$ cat src/rtl/l1d_bank_issue_scheduler.sv
// In-order L1D request queue that issues up to ISSUE_WIDTH head entries per cycle
// to BANK_COUNT bank ports, each entry choosing its lowest-index free, ready, enabled bank.
module l1d_bank_issue_scheduler #(
  parameter int unsigned ENQ_WIDTH   = 2,
  parameter int unsigned DEPTH       = 8,
  parameter int unsigned BANK_COUNT  = 4,
  parameter int unsigned ISSUE_WIDTH = 2,
  parameter int unsigned TAG_WIDTH   = 8
) (
  input  logic                              clk,
  input  logic                              rst,
  input  logic [ENQ_WIDTH-1:0]              enq_vld_i,
  input  logic [ENQ_WIDTH*BANK_COUNT-1:0]   enq_bank_en_i,
  input  logic [ENQ_WIDTH*TAG_WIDTH-1:0]    enq_tag_i,
  output logic                              enq_rdy_o,
  input  logic                              flush_i,
  input  logic [BANK_COUNT-1:0]             bank_rdy_i,
  output logic [BANK_COUNT-1:0]             bank_vld_o,
  output logic [BANK_COUNT*TAG_WIDTH-1:0]   bank_tag_o,
  output logic [$clog2(ISSUE_WIDTH+1)-1:0]  deq_cnt_o,
  output logic [$clog2(DEPTH+1)-1:0]        occupancy_o,
  output logic                              empty_o,
  output logic                              full_o
);

  localparam int unsigned PW = $clog2(DEPTH);
  localparam int unsigned CW = $clog2(DEPTH + 1);
  localparam int unsigned DW = $clog2(ISSUE_WIDTH + 1);

  logic [PW-1:0]         head_q, tail_q;
  logic [CW-1:0]         count_q;
  logic [BANK_COUNT-1:0] ent_en_q  [DEPTH];
  logic [TAG_WIDTH-1:0]  ent_tag_q [DEPTH];

  logic                  accept;
  logic [ENQ_WIDTH-1:0]  lane_we;
  logic [PW-1:0]         lane_idx [ENQ_WIDTH];
  logic [CW-1:0]         enq_cnt;

  logic [BANK_COUNT-1:0] taken, avail, sel;
  logic                  chain;
  logic [PW-1:0]         slot_idx;
  logic [DW-1:0]         deq_cnt;

  // Credit comes from the registered count only; a same-cycle pop does not help.
  assign enq_rdy_o   = (count_q <= CW'(DEPTH - ENQ_WIDTH));
  assign occupancy_o = count_q;
  assign empty_o     = (count_q == '0);
  assign full_o      = (count_q == CW'(DEPTH));
  assign deq_cnt_o   = deq_cnt;

  // Compact valid lanes into consecutive slots starting at the tail.
  always_comb begin
    accept  = enq_rdy_o && !flush_i && !rst;
    enq_cnt = '0;
    for (int i = 0; i < ENQ_WIDTH; i++) begin
      lane_we[i]  = accept && enq_vld_i[i];
      lane_idx[i] = tail_q + PW'(enq_cnt);
      if (lane_we[i]) enq_cnt = enq_cnt + CW'(1);
    end
  end

  // Slot k only issues if every older slot issued; successes form a prefix.
  always_comb begin
    taken      = '0;
    avail      = '0;
    sel        = '0;
    slot_idx   = '0;
    deq_cnt    = '0;
    bank_tag_o = '0;
    chain      = !flush_i && !rst;
    for (int k = 0; k < ISSUE_WIDTH; k++) begin
      slot_idx = head_q + PW'(k);
      avail    = ent_en_q[slot_idx] & bank_rdy_i & ~taken;
      sel      = avail & (~avail + BANK_COUNT'(1));
      if (chain && (CW'(k) < count_q) && (avail != '0)) begin
        taken   = taken | sel;
        deq_cnt = deq_cnt + DW'(1);
        for (int b = 0; b < BANK_COUNT; b++) begin
          if (sel[b]) bank_tag_o[b*TAG_WIDTH +: TAG_WIDTH] = ent_tag_q[slot_idx];
        end
      end else begin
        chain = 1'b0;
      end
    end
    bank_vld_o = taken;
  end

  always_ff @(posedge clk) begin
    if (rst || flush_i) begin
      head_q  <= '0;
      tail_q  <= '0;
      count_q <= '0;
    end else begin
      head_q  <= head_q + PW'(deq_cnt);
      tail_q  <= tail_q + PW'(enq_cnt);
      count_q <= count_q + enq_cnt - CW'(deq_cnt);
    end
  end

  always_ff @(posedge clk) begin
    for (int i = 0; i < ENQ_WIDTH; i++) begin
      if (lane_we[i]) begin
        ent_en_q[lane_idx[i]]  <= enq_bank_en_i[i*BANK_COUNT +: BANK_COUNT];
        ent_tag_q[lane_idx[i]] <= enq_tag_i[i*TAG_WIDTH +: TAG_WIDTH];
      end
    end
  end

endmodule

$ cat config.mk
export PLATFORM = sky130hd
export DESIGN_NAME = l1d_bank_issue_scheduler
export DESIGN_NICKNAME = d
export VERILOG_FILES = /design/src/rtl/l1d_bank_issue_scheduler.sv
export SDC_FILE = /design/constraint.sdc
export NUM_CORES = 1
export LEC_CHECK = 0
export ABC_AREA = 1
export CAP_MARGIN = 20
export CORE_MARGIN = 2
export CORE_UTILIZATION = 55
export DETAILED_ROUTE_END_ITERATION = 8
export HOLD_SLACK_MARGIN = 0.1
export PLACE_DENSITY = 0.77
export SLEW_MARGIN = 15
export SYNTH_ARGS = -nofsm -noshare
export SYNTH_HDL_FRONTEND = slang
export SYNTH_SLANG_ARGS = --single-unit
$ cat constraint.sdc
create_clock -name clk -period 9.3 [get_ports clk]
set_input_delay 0.93 -clock clk [delete_from_list [all_inputs] [get_ports clk]]
set_output_delay 0.93 -clock clk [all_outputs]
set_load 0.01 [all_outputs]
==> reports/qor.csv, run 1 <==
stage;metric;value;unit
detailed_routing;wirelength;19.9;mm
global_routing;grt_max_degree;94;
die;die-area;0.0143;mm2
power_and_ir_drop;p_sw_share;24.9;%
sta;max_slew_margin;26.7;%
power_and_ir_drop;p_clk_share;39.6;%
synthesis;syn_avg_cell_area;7.53;um2
layout;drive_gt1_share;6.30;%
clock_network;root_buffer;clkbuf_16;
sta;setup_violations;0;
synthesis;synth_cells;976;
detailed_routing;drc;0;
detailed_routing;wl_per_cell;16.7;um
die;die_w;120;um
global_routing;grt_overflow_total;0;
layout;mostFrequentLayoutCell;nand2_1;
detailed_routing;m1WireLength;8.97;mm
hold_path;holdCritStartpoint;tail_q[2];
clock_network;clk_pin_slew_worst_paths;0.08;ns
synthesis;synthesis.area;0.00735;mm2
power_and_ir_drop;p_sw;0.269;mW
clock_network;htreeDepth;3;
clock_network;cts_sinks;106;
status;outcome;finished clean;
sta;period_needed;5.03;ns
layout;area_growth;14.5;%
layout;layout.nets;1062;
global_routing;grt_pass1_vias;5929;
power_and_ir_drop;p_int;0.813;mW
sta;finalHoldViolations;0;
global_routing;grt_pass1_wl;31.4;mm
sta;post-route-period-util;54.1;%
layout;layout_common_cells;nand2_1, o21ai_0, inv_1, edfxtp_1, clkdlybuf4s50_1;
setup_path;start_kind;flop;
power_and_ir_drop;leakage;3.56;nW
sta;fin_worst_skew;0.00876;ns
setup_path;crit_type;flop to output port;
detailed_routing;wl_met2;8.56;mm
synthesis;synth_cell_types;39;
detailed_routing;vias;6726;
layout;diodes;0;
detailed_routing;vias_per_cell;5.64;
clock_network;cts_tree;done;
synthesis;synth_seq_area_share;41.9;%
setup_path;endpoint_kind;output port;
setup_path;path_max_fanout;93;
power_and_ir_drop;seq_power_share;49.1;%
hold_path;hold_path.class;flop to flop;
setup_path;startpoint;head_q[0];
die;die_h;120;um
clock_network;clockBufferDepth;2;
setup_path;worst-r2r-cell-count;21;
sta;max_freq;199;MHz
die;core_area;0.0131;mm2
detailed_routing;drt.antenna.violating_nets;0;
synthesis;ys_seq_elements;106;
sta;drv_slew;0;
setup_path;required;8.37;ns
synthesis;synth_warnings;0;
detailed_routing;firstDrtPassIters;5;
sta;final.setup.worst_slack;4.27;ns
setup_path;cp.arrival;4.10;ns
clock_network;cts_hold_buffers;0;
die;design.portCount;78;
global_routing;gr-usage-all-layers;27.9;%
layout;fillers;1144;
detailed_routing;drt-initial-drc-count;891;
die;floorplan.initialDensity;55.9;%
die;num_rows;42;
sta;worst_pin_slew;1.10;ns
sta;grt_setup_unrepaired;false;
placed_design;portBuffers;77;
placed_design;gp_congestion;0.895;
setup_path;r2r_start;head_q[0];
placed_design;dp_hpwl;14.0;mm
global_routing;antenna_found_initial;0;
sta;fin_setup_tns;0;ns
power_and_ir_drop;powerDensity;129;mW/mm2
power_and_ir_drop;vdd_ir_drop_max;0.0833;mV
clock_network;post_cts_buffers;0;
hold_path;whs_path_depth;2;
detailed_routing;wl_met3;2.10;mm
clock_network;clk-insertion-delay-late;0.35;ns
placed_design;post-place-ws;4.58;ns
power_and_ir_drop;power.share.combinational;11.3;%
run;drv_cap;0;
detailed_routing;highest_layer;met4;
clock_network;cts-resized-gates;0;
clock_network;numCtsBuffers;9;
synthesis;synth_fp_nets;1027;
==> synth_stat cells, drive strengths merged <==
cell type	n	share of area, %
nand4	10	1.0
nand2	224	12
a211oi	1	0.10
o21ai	227	15
nor2	50	3.4
o21bai	1	0.26
ha	14	2.4
and2	1	0.085
xnor2	1	0.12
and3	1	0.085
or2	2	0.20
o211ai	1	0.10
a31oi	9	0.97
a21oi	64	4.5
edfxtp	96	39
xor2	3	0.36
inv	130	6.7
dfxtp	10	2.7
fa	4	1.1
clkbuf	20	1.0
buf	45	3.7
nand3	62	5.0
==> kinds of logic (layout without fill, tap and decap cells) <==
family                     Yosys count  count (layout)  synth area share (%)
adders and majority gates           18              18                  3.47
buffers and inverters              195             235                  11.4
and+or+nand+nor                    350             350                  21.3
xor gates and xnor gates             4               4                 0.477
DFF                                106             106                  41.9
AOI/OAI and AO/OA                  303             303                  21.3
==> registers in the layout (all words and copies together) (netlist names) <==
| signal | count |
|---|---|
| ent_tag_q | 64 |
| tail_q | 3 |
| ent_en_q | 32 |
| occupancy_o | 4 |
| head_q | 3 |
==> worst max-delay path, cell delays in order (launching register included) <==
cell,delay (ns)
dfxtp_4,0.65
buf_4,0.68
o21ai_0,0.25
nand2_1,0.11
nand3_1,0.10
nand3_2,0.12
inv_2,0.08
nor2_4,0.23
nor2_2,0.10
nor2_2,0.13
nand3_2,0.19
nand2_1,0.13
inv_1,0.05
ha_1,0.32
clkdlybuf4s50_1,0.56
==> path summary, 6_finish.rpt <==
path | end | slack [ns]
setup / recovery | deq_cnt_o[0] | 4.27
setup reg to reg | occupancy_o[3] | 4.59
hold reg to reg | tail_q[2] | 0.63
hold / removal | tail_q[2] | 0.63
==> area by class of cell <==
cell class | count | area, um2 | share of cell area (%)
Clock buffer | 9 | 225 | 2.68
Sequential cell | 106 | 3090 | 36.7
Multi-Input combinational cell | 675 | 3430 | 40.7
Clock inverter | 7 | 105 | 1.25
Tap cell | 176 | 220 | 2.62
Inverter | 130 | 490 | 5.83
Timing Repair Buffer | 89 | 861 | 10.2
==> routing by layer <==
metal	GRT usage, %	up-vias
li1	-	3326
met1	41.8	3013
met2	41.6	372
met3	5.75	15
met4	6.69	0
met5	0	-
==> metrics by stage <==
| step | area, um2 | hold WS [ns] | util [%] | total power, mW | cells |
|---|---|---|---|---|---|
| 2_1_floorplan | 7350 | 0.555 | - | 0.621 | 976 |
| 3_3_place_gp | 8080 | 0.609 | 61.5 | 0.658 | 1175 |
| 3_5_place_dp | 8080 | 0.603 | 61.5 | 0.662 | 1175 |
| 4_1_cts | 8410 | 0.620 | 64.0 | 1.08 | 1191 |
| 5_1_grt | 8420 | 0.673 | 64.1 | 1.11 | 1192 |
| 6_report | 8420 | 0.634 | 64.1 | 1.08 | 1192 |
==> power by group through the flow <==
| stage | combinational [mW] | sequential, mW | clock (mW) |
|---|---|---|---|
| floorplan | 0.0809 | 0.540 | 0 |
| global placement | 0.117 | 0.541 | 0 |
| detailed placement | 0.120 | 0.542 | 0 |
| CTS | 0.121 | 0.531 | 0.430 |
| global route | 0.137 | 0.531 | 0.445 |
| finish | 0.122 | 0.531 | 0.429 |
Note: power is estimated with default switching activity, not from simulation.
==> run 2, diff against run 1 <==
- CORE_UTILIZATION: 55 -> 52
- PLACE_DENSITY: 0.77 -> 0.76
- clock period: 9.3 -> 4.5 ns (I/O delays scaled with it)
==> run 2 against run 1 <==
Net effect:
- wire length up 0.12%
- sequential share of layout area down 0.29 points
- register-to-register slack got worse by 4.2 ns
- via count about the same
- critical path depth up 6
==> reports/qor.csv, run 2 (synthesized netlist as in run 1, its figures left out) <==
stage;metric;value;unit
power_and_ir_drop;p_int;1.61;mW
die;core_area;0.0138;mm2
placed_design;dp_hpwl;13.8;mm
layout;layout.nets;1071;
setup_path;slowest_delay;0.60;ns
setup_path;critPathSlowestCell;fa_1;
die;die_w;123;um
sta;fin_worst_skew;0.00862;ns
layout;diodes;0;
sta;post-route-period-util;90.3;%
die;die-area;0.0151;mm2
power_and_ir_drop;power.total;2.13;mW
clock_network;cts_sinks;106;
sta;finalHoldViolations;0;
layout;largest_reg_flops;64;
power_and_ir_drop;vdd_ir_drop_max;0.146;mV
global_routing;gr-usage-all-layers;26.9;%
global_routing;antenna_found_initial;0;
clock_network;clk-insertion-delay-late;0.35;ns
power_and_ir_drop;p_clk_share;36.4;%
placed_design;gp_congestion;0.887;
hold_path;hold_path.class;flop to flop;
power_and_ir_drop;seq_power_share;51.6;%
setup_path;crit_type;flop to flop;
sta;worst_pin_slew;0.520;ns
power_and_ir_drop;leakage;3.59;nW
sta;setup_violations;0;
global_routing;grt_max_degree;145;
layout;design_area;0.00848;mm2
layout;layout_common_cells;nand2_1, o21ai_0, inv_1, edfxtp_1, clkdlybuf4s50_1;
status;outcome;finished clean;
clock_network;cts_tree;done;
detailed_routing;vias;6725;
power_and_ir_drop;p_sw_share;24.1;%
global_routing;grt_pass1_wl;31.1;mm
setup_path;worst-r2r-cell-count;20;
setup_path;timing.rr.end;occupancy_o[3];
sta;period_needed;4.06;ns
die;num_rows;43;
placed_design;dp.cells;1188;
sta;grt_setup_unrepaired;false;
sta;drv_slew;0;
setup_path;rrSetupSlack;0.44;ns
run;drv_cap;0;
clock_network;cts_hold_buffers;0;
placed_design;portBuffers;77;
setup_path;critPathBufInv;3;
setup_path;start_kind;flop;
power_and_ir_drop;powerDensity;251;mW/mm2
detailed_routing;wl_per_cell;16.5;um
detailed_routing;drc;0;
layout;mostFrequentLayoutCell;nand2_1;
setup_path;crit_family;adder cells;
sta;max_freq;246;MHz
hold_path;min_to;tail_q[2];
layout;area_growth;15.4;%
sta;fin_setup_tns;0;ns
sta;max_slew_margin;65.2;%
global_routing;grt_pass1_vias;5802;
setup_path;endpoint_kind;flop;
hold_path;whs_path_depth;2;
clock_network;clockBufferDepth;2;
die;design.portCount;78;
detailed_routing;wirelength;19.9;mm
clock_network;numCtsBuffers;9;
setup_path;r2r_start;head_q[0];
power_and_ir_drop;power.share.combinational;12.1;%
setup_path;cp.arrival;4.34;ns
detailed_routing;drt-initial-drc-count;788;
detailed_routing;firstDrtPassIters;6;
hold_path;holdCritStartpoint;tail_q[2];
layout;final_cells;1204;
clock_network;clk_pin_slew_worst_paths;0.06;ns
die;die_h;123;um
setup_path;path_max_fanout;11;
setup_path;required;4.78;ns
global_routing;grt_overflow_total;0;
layout;drive_gt1_share;6.74;%
detailed_routing;vias_per_cell;5.59;
placed_design;placed_area;0.00816;mm2
clock_network;htreeDepth;3;
sta;hold_ws;0.633;ns
detailed_routing;drt.antenna.violating_nets;0;
setup_path;crit_chain;ha_1 -> inv_1 -> a21oi_2 -> o21ai_1 -> nand3_1 -> nand2_1 -> a31oi_4 -> nand2_2 -> nand3_2 -> nand2_1 -> inv_1 -> ha_1 -> fa_1 -> inv_1 -> ha_1 -> nand2_1 -> nor2_1 -> a211oi_1 -> o21ai_0 -> a21oi_1;
die;floorplan.initialDensity;53.2;%
clock_network;root_buffer;clkbuf_16;
power_and_ir_drop;p_sw;0.513;mW
==> run 2: worst max path at each step <==
stage                    from             end  slack, ns  cells past startpoint
6_report            head_q[0]  occupancy_o[3]       0.44                     20
3_3_place_gp          flush_i  occupancy_o[3]       0.43                     19
5_1_grt             head_q[0]  occupancy_o[3]       0.04                     21
4_1_cts             head_q[0]  occupancy_o[3]       0.46                     21
3_5_place_dp          flush_i  occupancy_o[3]       0.28                     19
2_1_floorplan  occupancy_o[2]  occupancy_o[3]       0.87                     21
==> run 2: stage by stage <==
| stage | setup slack (ns) | utilization, % |
|---|---|---|
| 2_1_floorplan | 0.870 | - |
| 5_1_grt | 0.0355 | 61.4 |
| 3_5_place_dp | 0.279 | 59.0 |
| 6_report | 0.439 | 61.4 |
| 4_1_cts | 0.458 | 61.1 |
| 3_3_place_gp | 0.429 | 59.0 |
==> run 2: power by group through the flow <==
stage	Combinational, mW	Sequential [mW]	Clock [mW]
after floorplan	0.167	1.12	0
after global placement	0.245	1.12	0
after detailed placement	0.252	1.12	0
after CTS	0.253	1.10	0.777
after global routing	0.288	1.10	0.816
final	0.257	1.10	0.773
==> run 2: tightest hold or removal path, stage by stage, from the launching register on <==
cell     delay (ns)
dfxtp_1        0.36
xor2_1         0.17
nor2_1         0.05
==> run 2: final cells by class <==
type                    count  area (um2)
multi-input cells         675        3430
repair buffers             98         970
fillers                  1230        5340
well taps                 180         225
inverters                 130         490
flip-flops and latches    106        3090
clock inverters             5        55.1
clock buffers              10         229
==> run 2: repair_timing <==
action | 4_1_cts | 5_1_grt
buffers inserted | 0 | 0
gates resized for setup | 0 | 2
hold endpoints to repair | 0 | 0
endpoints found under the setup margin | 0 | 1
==> run 2: metal layers <==
layer | part of all wire (%) | routed length [um] | up-vias | track usage [%]
met5 | 0 | 0 | - | 0
met4 | 1.4 | 288 | 0 | 7.26
met3 | 11 | 2210 | 22 | 4.65
met2 | 43 | 8470 | 367 | 39.5
met1 | 45 | 8920 | 2991 | 40.9
li1 | - | - | 3345 | -
==> run 3, diff against run 2 <==
- SKIP_LAST_GASP: not set -> 1
==> results of run 3 <==
Final layout, timing and power as in run 2 (identical DEF).
